### config.mk
export PLATFORM = sky130hd
export DESIGN_NAME = serial_word_collector
export DESIGN_NICKNAME = d
export VERILOG_FILES = /design/src/rtl/serial_word_collector.sv
export SDC_FILE = /design/constraint.sdc
export NUM_CORES = 1
export LEC_CHECK = 0
export ABC_AREA = 1
export ABC_CLOCK_PERIOD_IN_PS = 2300
export BUFFER_PORTS_ARGS = -buffer_cell sky130_fd_sc_hd__buf_4
export CAP_MARGIN = 10
export CORE_ASPECT_RATIO = 1.25
export CORE_UTILIZATION = 45
export CTS_CLUSTER_DIAMETER = 40
export DETAILED_ROUTE_END_ITERATION = 10
export HOLD_SLACK_MARGIN = 0.12
export PLACE_DENSITY_LB_ADDON = 0.08
export SLEW_MARGIN = 20
export SYNTH_ARGS = -nofsm -noshare
export SYNTH_HDL_FRONTEND = slang
export SYNTH_SLANG_ARGS = --single-unit
### constraint.sdc
create_clock -name clk -period 2.3 [get_ports clk]
set_input_delay 0.115 -clock clk [delete_from_list [all_inputs] [get_ports clk]]
set_output_delay 0.115 -clock clk [all_outputs]
set_load 0.005 [all_outputs]
### src/rtl/serial_word_collector.sv
`default_nettype none
// ============================================================================
//  Module      : serial_word_collector
//  Description : Reassembles MSB-first serial frames into N-bit words and
//                hands them out over a valid/ready handshake, with sticky
//                overrun and framing-error flags.
//  Revision    : 1.0 - initial release
// ============================================================================
module serial_word_collector #(
  parameter int N = 8
) (
  input  logic         clk,
  input  logic         rst,
  input  logic         en,
  input  logic         start,
  input  logic         si,
  input  logic         word_ready,
  input  logic         clr_err,
  output logic [N-1:0] word,
  output logic         word_valid,
  output logic         busy,
  output logic         overrun,
  output logic         frame_err
);

  localparam int              c_cw   = $clog2(N + 1);
  localparam logic [c_cw-1:0] c_last = c_cw'(N - 1);
  localparam logic [c_cw-1:0] c_one  = c_cw'(1);

  typedef enum logic [0:0] {
    S_IDLE  = 1'b0,
    S_SHIFT = 1'b1
  } state_t;

  state_t          r_state;
  state_t          w_state_nx;
  logic [c_cw-1:0] r_cnt;
  logic [c_cw-1:0] w_cnt_nx;
  logic [N-1:0]    r_shreg;
  logic [N-1:0]    w_shreg_nx;
  logic [N-1:0]    w_cand;
  logic            w_done;
  logic            w_ferr_ev;
  logic            w_xfer;
  logic            w_load;
  logic            w_ovr_ev;

  logic [N-1:0]    r_word;
  logic            r_word_valid;
  logic            r_overrun;
  logic            r_frame_err;

  assign w_cand = {r_shreg[N-2:0], si};

  always_comb begin
    w_state_nx = r_state;
    w_cnt_nx   = r_cnt;
    w_shreg_nx = r_shreg;
    w_done     = 1'b0;
    w_ferr_ev  = 1'b0;
    if (en) begin
      case (r_state)
        S_IDLE: begin
          if (start) begin
            w_shreg_nx = {{(N-1){1'b0}}, si};
            w_cnt_nx   = c_one;
            w_state_nx = S_SHIFT;
          end
        end
        S_SHIFT: begin
          if (start) begin
            // Mid-frame start: drop the partial word and resync on this bit.
            w_ferr_ev  = 1'b1;
            w_shreg_nx = {{(N-1){1'b0}}, si};
            w_cnt_nx   = c_one;
          end else begin
            w_shreg_nx = w_cand;
            w_cnt_nx   = r_cnt + c_one;
            if (r_cnt == c_last) begin
              w_done     = 1'b1;
              w_cnt_nx   = '0;
              w_state_nx = S_IDLE;
            end
          end
        end
        default: w_state_nx = S_IDLE;
      endcase
    end
  end

  assign w_xfer   = r_word_valid & word_ready;
  assign w_load   = w_done & (~r_word_valid | word_ready);
  assign w_ovr_ev = w_done & r_word_valid & ~word_ready;

  always_ff @(posedge clk) begin
    if (rst) begin
      r_state      <= S_IDLE;
      r_cnt        <= '0;
      r_shreg      <= '0;
      r_word       <= '0;
      r_word_valid <= 1'b0;
      r_overrun    <= 1'b0;
      r_frame_err  <= 1'b0;
    end else begin
      r_state <= w_state_nx;
      r_cnt   <= w_cnt_nx;
      r_shreg <= w_shreg_nx;

      if (w_load) begin
        r_word       <= w_cand;
        r_word_valid <= 1'b1;
      end else if (w_xfer) begin
        r_word_valid <= 1'b0;
      end

      // A new error event takes priority over a simultaneous clear.
      if (w_ovr_ev)     r_overrun <= 1'b1;
      else if (clr_err) r_overrun <= 1'b0;

      if (w_ferr_ev)    r_frame_err <= 1'b1;
      else if (clr_err) r_frame_err <= 1'b0;
    end
  end

  assign word       = r_word;
  assign word_valid = r_word_valid;
  assign busy       = (r_state == S_SHIFT);
  assign overrun    = r_overrun;
  assign frame_err  = r_frame_err;

endmodule
`default_nettype wire

; Yosys cells after proc, flatten, opt, wreduce, memory -nomap -nowiden
; Index checks and enable logic that the tools add are counted.
[word_totals]
in_bits = 7
output_inout_bits = 12
ff_bits = 23
word_cells = 44
[classes]
add_sub_neg = 1
mux = 22
reduce_logical = 4
bitwise = 8
eq_ne = 2
[op_table]
columns = op, count
row1 = $mux W1, 14
row2 = $mux W7, 2
row3 = $pmux W7 S2, 1
row4 = $mux W4, 3
row5 = $pmux W4 S2, 1
row6 = $reduce_bool A2 Y1, 3
row7 = $add A4 B1 Y4 const B, 1
row8 = $and A1 B1 Y1, 4
row9 = $eq A4 B3 Y1 const B, 1
row10 = $not A1 Y1, 3
row11 = $ne A2 B2 Y1 const B, 1
row12 = $pmux W1 S2, 1
row13 = $reduce_and A2 Y1, 1
row14 = $or A1 B1 Y1, 1

; Depth between registers and ports, before layout
[depth]
depth_word = 8
ltp_mapped = 7
mapped_depth_nobuf = 7

; Least setup slack after synthesis
; Ideal clock, no wire load.
[synth_path]
kind = register -> register
startpoint = register r_cnt[0]
endpoint = register r_word[0] (netlist: word[0])
path_slack_ns = 1.087
stages_incl_launch_ff = 8
t_arrival_ns = 1.151
t_required_ns = 2.238
synth_period_minus_slack_ns = 1.213
setup_ns = 0.062
path_buffers = 0
cell_sequence = dfxtp_1 ha_1 nand3_2 nor2_8 nand2_4 nand2_1 inv_1 nor2_2
[synth_between]
elab_chain_len = 6
[synth_rtl]
columns = element, line
row1 = start: declaration, 37  ; logic [c_cw-1:0] r_cnt;
row2 = start signal: assignment, 106  ; r_cnt <= w_cnt_nx;
row3 = $eq A4 B3 Y1, 79  ; if (r_cnt == c_last) begin
row4 = $mux W1, 79
row5 = $mux W1, 71  ; if (start) begin
row6 = $mux W1, 62  ; case (r_state)
row7 = $mux W1, 61  ; if (en) begin
row8 = $and A1 B1 Y1, 92  ; assign w_load = w_done & (~r_word_valid | word_ready);
row9 = end signal: assignment, 110  ; r_word <= w_cand;
row10 = end: declaration, 48  ; logic [N-1:0] r_word;
; Every way passes these cells.
; A chain may end at the register's enable or synchronous reset.

; Worst setup path after layout
[layout_path]
startpoint = register r_cnt[0]
endpoint = register r_overrun (netlist: overrun)
[layout_between]
elab_chain_len = 8
elab_cells_between_ends = 9
classes_between = eq/ne (1) / mux (5) / bitwise (2) / reduce/logical (1)
[layout_rtl]
columns = element, line
row1 = $eq A4 B3 Y1 (*), 79
row2 = $mux W1 (*), 79
row3 = $mux W1 (*), 71
row4 = $mux W1 (*), 62
row5 = $mux W1 (*), 61
row6 = $and A1 B1 Y1 (*) (2 in series), 93  ; assign w_ovr_ev = w_done & r_word_valid & ~word_ready;
row7 = $mux W1 / $reduce_bool A2 Y1 (equally long branches), --
row8 = end signal: assignment, 102  ; r_overrun <= 1'b0;
row9 = end signal: assignment, 117  ; if (w_ovr_ev) r_overrun <= 1'b1;
row10 = end signal: assignment, 118  ; else if (clr_err) r_overrun <= 1'b0;
row11 = end: declaration, 50  ; logic r_overrun;
; Every way passes the cells marked *; elsewhere a longest branch is shown, timed or not.

==> metrics.txt <==
max cap viols=0; Slew @ Worst Pin=0.2496 ns; adder-cell area share of the yosys netlist=under 10%; num rows=19; commonest non-fill, non-tap cell in the layout=nand2_1; die width=45.15 µm; Routed WL=1861 µm; clock tree from TritonCTS=done; fin util=59.73%; RePlAce Congestion=0.7823; Critical Path End Type=register; largest fanout on the critical path=10; DRT antenna net count=0; vias post-DR=942; H-tree depth=1; Syn Nets=157; hold depth=3; CTS Sinks=23; status=finished, final reports clean; fillers=between 200 and 250; Worst VDD drop=0.0003745 V; 1st-iter DRT viols=12; Distinct cells, synth=20; Placeable Area=2187 µm²; die area=2525 µm²; reg2reg path depth=6; DR WL/cell=between 8 and 9 µm; Max clock buf depth=2; vias per cell=4.551; Worst Skew=0.001922 ns; Slew Limit Fails=0; largest net degree at the start of global routing=16; dpl cell area=1220 µm²; # diodes=0; clock-pin slew on the worst setup and hold paths=0.12 ns; synthesized cell area=1047 µm²; Seq/Total Area, Yosys=43.97%; post-synthesis xor/xnor area fraction=0%; post-synthesis mux area share=0%; Post-Layout Cell Count=207; gr usage total=17.53%; post-synthesis register bit count=23; Min-Delay Path Class=input pin to register; initial core utilization=47.88%; CP Data Required Time=~2.6 ns; final cycle utilization of the critical path=80.88%; initial antenna violation count=0; largest family of logic cells by synthesized area=simple AND/OR/NAND/NOR gates; Mapped Cells=149; die height=55.94 µm; Fin. Hold Viols=0; min Tclk post-route=1.860 ns; Worst-Skew Late Latency=0.30 ns; vias in the first global route=844; CP Launch Type=register; Leakage=0.0005857 µW; Setup-failing EPs final=0; RSZ-0062 raised after global routing=false; post-synthesis compound-gate area fraction=8.722%; # Post-CTS Setup Buffers=0; Area Overhead vs Synth=24.73%; sequential cell area=460.4 µm²; first-pass GRT wire length=3353 µm; post-route cell area=1306 µm²; fin nets=approximately 190; Synth Warn #=0; remaining global-route overflow=0; Achievable Freq=537.5 MHz; pwr dens=488.6 nW/µm²; post-detail-place hpwl=1389 µm; Top Ports=19; Post-route DRC=0; Inserted Clock Buffers=3; IO buf count=18; Synth Area in Simple Gates=33.45%; most frequent cells in the layout=nand2_1, inv_1, dfxtp_1; Crit Path Class=register to register; layout cell share with drive strength beyond 1=20.45%; Clock Tree Root=clkbuf_4; synthesized area per cell=7.029 µm²; critical path data arrival time=2.11 ns; area of the multi-input gates=454.2 µm²; Cells after DPL=197; Slew headroom=83.34%; Total Neg Setup Slack=0 ns; 1st-pass router iterations=4
critical path: stages (launching register included):
cell           delay, ns
dfxtp_1             0.42
ha_1                0.23
nand3_2             0.15
nor2_8              0.21
nand2_1             0.08
a21oi_1             0.14
dlygate4sd3_1       0.57
through the flow:
step	setup WS (ns)	hold WS (ns)	total power, µW
6_report	0.4397	0.1457	638.2
5_1_grt	0.3263	0.1498	679.5
4_1_cts	0.4966	0.1318	652.5
3_5_place_dp	0.9621	0.4011	462.6
3_3_place_gp	1.008	0.3861	461.4
2_1_floorplan	1.087	0.1841	441.1
routing by layer:
metal | share of wire, % | track usage [%] | wire length (µm)
met1 | 44 | 21.90 | 817
met2 | 51 | 28.36 | 947
met3 | 3.5 | 1.948 | 65
met4 | 1.6 | 9.524 | 30
met5 | 0 | 0 | 0
flip-flops by register name (all words and copies together), names as in the netlist:
name,flops
r_shreg,7
word_valid,1
r_cnt,4
word,8
overrun,1
busy,1
frame_err,1
cell usage after synthesis (all sizes together):
cell type / count / area, µm²
nand2: 43 / 168.9
nand3: 13 / 82.58
ha: 1 / 12.51
dfxtp: 23 / 460.4
a21oi: 13 / 65.06
nor2: 15 / 92.59
clkbuf: 1 / 3.750
a31oi: 1 / 6.260
buf: 1 / 5.000
clkinv: 1 / 3.750
o21ai: 4 / 20.02
inv: 32 / 120.1
nand4: 1 / 6.260
path summary, 6_finish.rpt:
| check | to | slack (ns) | from |
|---|---|---|---|
| worst max-delay path | overrun$_SDFFE_PP0P_ | 0.44 | r_cnt[0]$_SDFFE_PP0P_ |
| worst min-delay path | busy$_SDFFE_PP0P_ | 0.15 | start |
| worst max register to register | overrun$_SDFFE_PP0P_ | 0.44 | r_cnt[0]$_SDFFE_PP0P_ |
| worst min register to register | r_shreg[6]$_SDFFE_PP0P_ | 0.47 | r_shreg[6]$_SDFFE_PP0P_ |
what timing repair did:
item,4_1_cts,5_1_grt
setup endpoints to repair,0,0
gates resized for setup,0,0
hold buffers,6,0
hold endpoints to repair,14,0
cell families after synthesis:
group / Yosys count
buf+inv: 35
flops: 23
simple gates: 72
fa+ha+maj: 1
compound gates: 18
power by group:
part | internal (µW) | leakage (µW) | switching (µW)
sequential | 403 | 0.000186 | 5.47
clock | 67.6 | 0.0000150 | 112
combinational | 22.9 | 0.000385 | 27.6
total | 494 | 0.000586 | 145
area by class of cell:
| cell class | instances | share of cell area [%] |
|---|---|---|
| flip-flops and latches | 23 | 35.25 |
| multi-input cells | 91 | 34.77 |
| repair buffers | 25 | 15.52 |
| inverters | 33 | 9.483 |
| well taps | 31 | 2.969 |
| clock buffers | 4 | 2.011 |
(Power assumes the default switching activity.)
